==> src/rtl/mul_pkg.sv <==
// Shared definitions for the NMul multiplier and its prod_accum downstream stage.
// Keeps operand-width defaults and the accumulator state encoding in one place.
package mul_pkg;

  localparam int NSIZE_DEF = 2;

  typedef enum logic {
    ACC  = 1'b0,
    DONE = 1'b1
  } state_t;

  // Width needed to hold a product count in the range 0..count.
  function automatic int cw_f(input int count);
    return $clog2(count + 1);
  endfunction

endpackage

==> src/rtl/prod_accum_sat_add.sv <==
// Unsigned W-bit saturating adder: clamps to all-ones and flags the carry-out.
// Purely combinational, no latency, no flow control.
module sat_add #(
  parameter int W = 8
) (
  input  logic [W-1:0] i_a,
  input  logic [W-1:0] i_b,
  output logic [W-1:0] o_sum,
  output logic         o_carry
);

  logic [W:0] w_raw;

  assign w_raw   = {1'b0, i_a} + {1'b0, i_b};
  assign o_carry = w_raw[W];
  assign o_sum   = w_raw[W] ? {W{1'b1}} : w_raw[W-1:0];

endmodule

==> src/rtl/prod_accum.sv <==
// Sums Count unsigned products per block with saturation; a block result appears one edge after its last product/Flush.
// While a result waits for Out_ready, In_ready stays low and upstream stalls.
module prod_accum
  import mul_pkg::*;
#(
  parameter int Nsize = NSIZE_DEF,
  parameter int Rsize = 2 * Nsize,
  parameter int Asize = 2 * Nsize + 4,
  parameter int Count = 8,
  parameter int Cw    = cw_f(Count)
) (
  input  logic             Clk,
  input  logic             Clr,
  input  logic             In_valid,
  output logic             In_ready,
  input  logic [Rsize-1:0] R,
  input  logic             Flush,
  output logic             Out_valid,
  input  logic             Out_ready,
  output logic [Asize-1:0] Sum,
  output logic [Cw-1:0]    Nout,
  output logic             Ovf
);

  state_t r_state;
  state_t w_state_nxt;

  logic [Asize-1:0] r_acc;
  logic [Cw-1:0]    r_cnt;
  logic             r_ovf;

  logic [Asize-1:0] w_r_ext;
  logic [Asize-1:0] w_add_sum;
  logic             w_add_carry;
  logic             w_take;
  logic             w_end;
  logic [Asize-1:0] w_acc_nxt;
  logic [Cw-1:0]    w_cnt_nxt;
  logic             w_ovf_nxt;

  always_comb begin
    w_r_ext            = '0;
    w_r_ext[Rsize-1:0] = R;
  end

  sat_add #(
    .W(Asize)
  ) u_sat_add (
    .i_a    (r_acc),
    .i_b    (w_r_ext),
    .o_sum  (w_add_sum),
    .o_carry(w_add_carry)
  );

  assign w_take    = (r_state == ACC) && In_valid;
  assign w_acc_nxt = w_take ? w_add_sum : r_acc;
  assign w_cnt_nxt = w_take ? (r_cnt + Cw'(1)) : r_cnt;
  assign w_ovf_nxt = r_ovf | (w_take & w_add_carry);
  // A same-cycle product is folded in before a Flush closes the block.
  assign w_end     = (r_state == ACC) &&
                     ((w_take && (w_cnt_nxt == Cw'(Count))) || Flush);

  always_ff @(posedge Clk or negedge Clr) begin
    if (!Clr) begin
      r_state <= ACC;
    end else begin
      r_state <= w_state_nxt;
    end
  end

  always_comb begin
    w_state_nxt = r_state;
    case (r_state)
      ACC:     if (w_end)     w_state_nxt = DONE;
      DONE:    if (Out_ready) w_state_nxt = ACC;
      default:                w_state_nxt = ACC;
    endcase
  end

  always_ff @(posedge Clk or negedge Clr) begin
    if (!Clr) begin
      r_acc <= '0;
      r_cnt <= '0;
      r_ovf <= 1'b0;
      Sum   <= '0;
      Nout  <= '0;
      Ovf   <= 1'b0;
    end else if (w_end) begin
      Sum   <= w_acc_nxt;
      Nout  <= w_cnt_nxt;
      Ovf   <= w_ovf_nxt;
      r_acc <= '0;
      r_cnt <= '0;
      r_ovf <= 1'b0;
    end else if (w_take) begin
      r_acc <= w_acc_nxt;
      r_cnt <= w_cnt_nxt;
      r_ovf <= w_ovf_nxt;
    end
  end

  // Handshake outputs are straight decodes of the state flop.
  assign In_ready  = (r_state == ACC);
  assign Out_valid = (r_state == DONE);

endmodule

==> config.mk <==
export PLATFORM = sky130hd
export DESIGN_NAME = prod_accum
export DESIGN_NICKNAME = d
export VERILOG_FILES = /design/src/rtl/mul_pkg.sv /design/src/rtl/prod_accum_sat_add.sv /design/src/rtl/prod_accum.sv
export SDC_FILE = /design/constraint.sdc
export NUM_CORES = 1
export LEC_CHECK = 0
export CORE_MARGIN = 8
export CORE_UTILIZATION = 40
export DETAILED_ROUTE_END_ITERATION = 10
export PLACE_DENSITY_LB_ADDON = 0.08
export SYNTH_ARGS = -nofsm -noshare
export SYNTH_HDL_FRONTEND = slang
export SYNTH_SLANG_ARGS = --single-unit
==> constraint.sdc <==
create_clock -name Clk -period 6.3 [get_ports Clk]
set_clock_uncertainty 0.15 [all_clocks]
set_input_delay 0.945 -clock Clk [delete_from_list [all_inputs] [get_ports Clk]]
set_output_delay 0.945 -clock Clk [all_outputs]
set_load 0.1 [all_outputs]
Word-level counts from Yosys, hierarchy flattened
Index checks and enable logic that the tools add are counted. W data, S select, Z words.

Bits in registers: 27. Logic and storage cells: 30.

Reduce and logical (&&, ||, !) cells: 5. Add/sub/neg operators: 2. Bitwise operators: 3. Eq/ne operators: 1. Mux-type cells: 12.

Operator list (number): $mux W8 (4); $mux W4 (3); $add A8 B4 Y9 (1); $add A4 B1 Y4 const B (1); $eq A4 B4 Y1 const B (1); $mux W1 (4); $logic_and A1 B1 Y1 (3); $pmux W1 S2 (1); $reduce_bool A2 Y1 (1); $and A1 B1 Y1 (1); $logic_or A1 B1 Y1 (1); $not A1 Y1 (1); $or A1 B1 Y1 (1).

Logic depth before layout (Yosys ltp)
Depth in word-level cells: 9. Mapped depth: 7. Depth with buffers taken out: 7.

Hierarchy
From an unflattened synthesis, not the netlist that was laid out.

Cells, all modules: 140. Area total of the unflattened synthesis: 1600.3 um^2.

By module, submodules not included: prod_accum (cells each 91, instances 1, seq. area each 675.6 um^2, area an instance 1212.4 um^2); sat_add (cells each 49, instances 1, seq. area each 0.0 um^2, area an instance 387.9 um^2).

Worst setup path after synthesis
Ideal clock, no wire load.

Path kind: input to register. From: input port R[0]. To: register r_acc[6]. Data arrival time: 2.408 ns. Buffers on the path: 0. Stages: 7. Library setup time: 0.119 ns. Slack: 3.623 ns. Cells stage by stage: ha_1 > fa_1 > a21o_1 > a21oi_2 > nor2_1 > a41o_2 > o21a_1.

Word-level cells in the longest chain between the ends: 5.

RTL lines: start: declaration (line prod_accum.sv:16) `input logic [Rsize-1:0] R,`; $add A8 B4 Y9 (line prod_accum_sat_add.sv:14) `assign w_raw = {1'b0, i_a} + {1'b0, i_b};`; $mux W8 (line prod_accum_sat_add.sv:16) `assign o_sum = w_raw[W] ? {W{1'b1}} : w_raw[W-1:0];`; $mux W8 (line prod_accum.sv:56) `assign w_acc_nxt = w_take ? w_add_sum : r_acc;`; $mux W8 (line prod_accum.sv:95) `end else if (w_take) begin`; $mux W8 (line prod_accum.sv:88) `end else if (w_end) begin`; end signal: assignment (line prod_accum.sv:96) `r_acc <= w_acc_nxt;`; end: declaration (line prod_accum.sv:28) `logic [Asize-1:0] r_acc;`.

No other way between the ends. The select of a mux whose other input is x is not followed. A chain may end at the register's enable or synchronous reset.

Worst setup path in the final report
From: register r_state, in the netlist Out_valid. To: output port In_ready.

Word-level cells in the longest chain between the ends: 1.

RTL lines: start: declaration (line prod_accum.sv:25) `state_t r_state;`; start signal: assignment (line prod_accum.sv:67) `r_state <= w_state_nxt;`; $not A1 Y1 (line prod_accum.sv:103) `assign In_ready = (r_state == ACC);`; end: declaration (line prod_accum.sv:15) `output logic In_ready,`.

No other way between the ends.

==> impl_results.md <==
- Width of the die: 75.3 µm
- Rows: 21
- CTS buffer count: 3
- Initial Util: 41.8%
- Global Route met2 Usage: 18.9%
- GRT Total Usage: 11.8%
- Simple-gate area share of the yosys netlist: 17.3%
- Final GP Congestion: 0.794
- Crit end category: primary output
- Iter 0 DRT Violations: 64
- FF-to-FF Start: r_acc[0]
- Drt via density: 5.13
- Gr busiest metal: met2
- Setup Buffers After CTS: 0
- Number of synthesized flops with an enable pin: 0
- Rel. slew slack: 34.4%
- Ys async rst share: 100%
- FMAX: 316 MHz
- Peak VDD IR: 0.405 mV
- Place WS: 3.02 ns
- Max Cap Viol: 0
- Hold Crit Class: flip-flop to flip-flop
- First-pass iteration count of the detailed router: 4
- Share of layout cells above drive strength 1: 7.88%
- Final hold violations: 0
- Count of different cell masters after synthesis: 40
- Global route overflow: 0
- Fin nets: 181
- Met3 Use GR: 3.73%
- CP startpoint: Out_valid
- Syn Area/Cell: 9.83 µm²
- Reg-to-Reg End: Sum[2]
- Post-Synth XOR/XNOR Area: 3.74%
- Top_reg_cell synth: dfrtp_1
- Worst Path Arrival: 2.07 ns
- Finished Layout Cells: 211
- Detailed Route WL: 2990 µm
- Clock latency on the worst-skew pair: 0.34 ns
- Post-CTS Resized: 0
- Design Area, Final: 1700 µm²
- CTS tree: done
- Crit path time final: 3.17 ns
- Placed instance area: 1670 µm²
- CP Max Fanout: 6
- Crit path kind: flip-flop to primary output
- Vias in the first global route: 1124
- CTS H-tree lvls: 1
- Drt wl/cell: 14.2 µm
- Most frequent cells in the layout: 27 x dfrtp_1, 24 x nand2_1, 23 x clkdlybuf4s50_1, 17 x nor2_1, 9 x o21ai_0
- Setup TNS: 0 ns
- Period utilization: 50.3%
- Mux share of post-synthesis cell area: 2.14%
- Pin count of the biggest net entering global routing: 28
- Largest family of logic cells by synthesized area: compound AO/OA/AOI/OAI gates
- Reg clk slew, reported paths: 0.15 ns
- Mapped Cells: 143
- Commonest non-fill, non-tap cell in the layout: dfrtp_1
- Fin util: 50.5%
- Grt met1 use: 14.6%
- Hold Buf Count CTS: 0
- Diodes inserted: 0
- Final setup margin: 3.13 ns
- Antenna viol nets, final: 0
- Setup-failing EPs final: 0
- Flops & latches, synth: 27
- Register area share after synthesis: 48.1%
- Worst setup path endpoint: In_ready
- Pins Over Slew Limit: 0
- Max Root-Sink Buffers: 2
- R2R setup slack: 3.99 ns
- Synth Area in Adders: 5.88%
- Num ports: 24
- Slew @ Worst Pin: 0.981 ns
- Dpl cells: 207
- DR DRC count: 0
- Kind of start point of the critical path: flip-flop
- Required @ worst endpoint: 5.20 ns
- Port bufs: 23
- Leak: 0.711 nW
- Ys Warns: 0
- Mapped Nets: 158
- DR vias: 1083
- Core area: 3360 µm²
- Clk sinks: 27
- Mapped Area: 1410 µm²
- RSZ-0062 raised after global routing: false
- Die ar.: 5670 µm²
- Pwr Density: 384 nW/µm²
- Area grow syn2layout: 20.9%
- Post-DP HPWL: 2210 µm
- First-pass GRT wire length: 5150 µm
- Post-synthesis compound-gate area fraction: 20.3%
- Die Span Y: 75.3 µm
- Initial antenna violation count: 0
- Status: complete, no violations
- R2R depth: 7
- CTS Root Cell: clkbuf_4
## power breakdown
part           switching (W)  internal, W  total (W)
logic               0.000244    0.0000905   0.000334
clock network      0.0000554    0.0000260  0.0000814
registers          0.0000285     0.000208   0.000237
## sequential cells by signal, summed over array words and instances (netlist names)
signal,count
r_cnt,4
Ovf,1
Sum,8
r_acc,8
Nout,4
Out_valid,1
r_ovf,1
## synthesized netlist by cell type (2+ instances only)
cell       n  area share, %
a21o_1     2            1.1
a21oi_1    2           0.71
a31oi_1    2           0.89
and3_1     2           0.89
buf_2      2           0.71
buf_4      2            1.1
clkbuf_1   2           0.53
dfrtp_1   27             48
ha_1       5            4.5
mux2i_1    3            2.1
nand2_1   24            6.4
nand3_1    2           0.71
nand4_1    2           0.89
nor2_1    17            4.5
nor3_1     2           0.71
o21a_1     2            1.1
o21ai_0    9            3.2
o21ai_1    8            2.8
o31ai_1    3            1.6
xnor2_1    4            2.5
xor2_1     2            1.2
## metrics by stage
stage          hold WS, ns  total power (W)
4_1_cts              0.359         0.000660
5_1_grt              0.378         0.000694
6_report             0.348         0.000652
3_5_place_dp         0.325         0.000576
3_3_place_gp         0.315         0.000574
2_1_floorplan        0.303         0.000497
## routing by layer
metal  routed length [µm]  up-vias
met4                   15        0
met5                    0        -
met2                 1340       19
met3                  160        2
met1                 1470      512
li1                     -      550
## cells by family (layout without fill, tap and decap cells)
group                      count (synthesis)  in the layout
adders and majority gates                  6              6
xor gates and xnor gates                   6              6
buffers and inverters                      7             29
and+or+nand+nor                           55             55
muxes                                      3              3
AOI/OAI and AO/OA                         39             39
DFF                                       27             27
## worst min path at each step
stage	start	end	slack, ns	cells after the start
3_3_place_gp	Sum[7]	Sum[7]	0.32	2
5_1_grt	Sum[7]	Sum[7]	0.38	2
3_5_place_dp	Sum[6]	Sum[6]	0.33	2
6_report	Sum[7]	Sum[7]	0.35	2
2_1_floorplan	r_ovf	r_ovf	0.30	2
4_1_cts	Sum[6]	Sum[6]	0.36	2
## layout make-up
cell class              count  area [µm²]
flip-flops and latches     27         676
inverters                   1        3.75
clock buffers               3        22.5
fillers                   353        1660
clock inverters             1        8.76
multi-input cells         109         693
repair buffers             24         238
well taps                  46        57.6
## worst max-delay path, stage by stage, from the launching register on
cell	delay, ns
dfrtp_1	0.46
inv_2	0.13
clkdlybuf4s50_1	1.15
No activity file was read; power rests on OpenSTA's default activity.
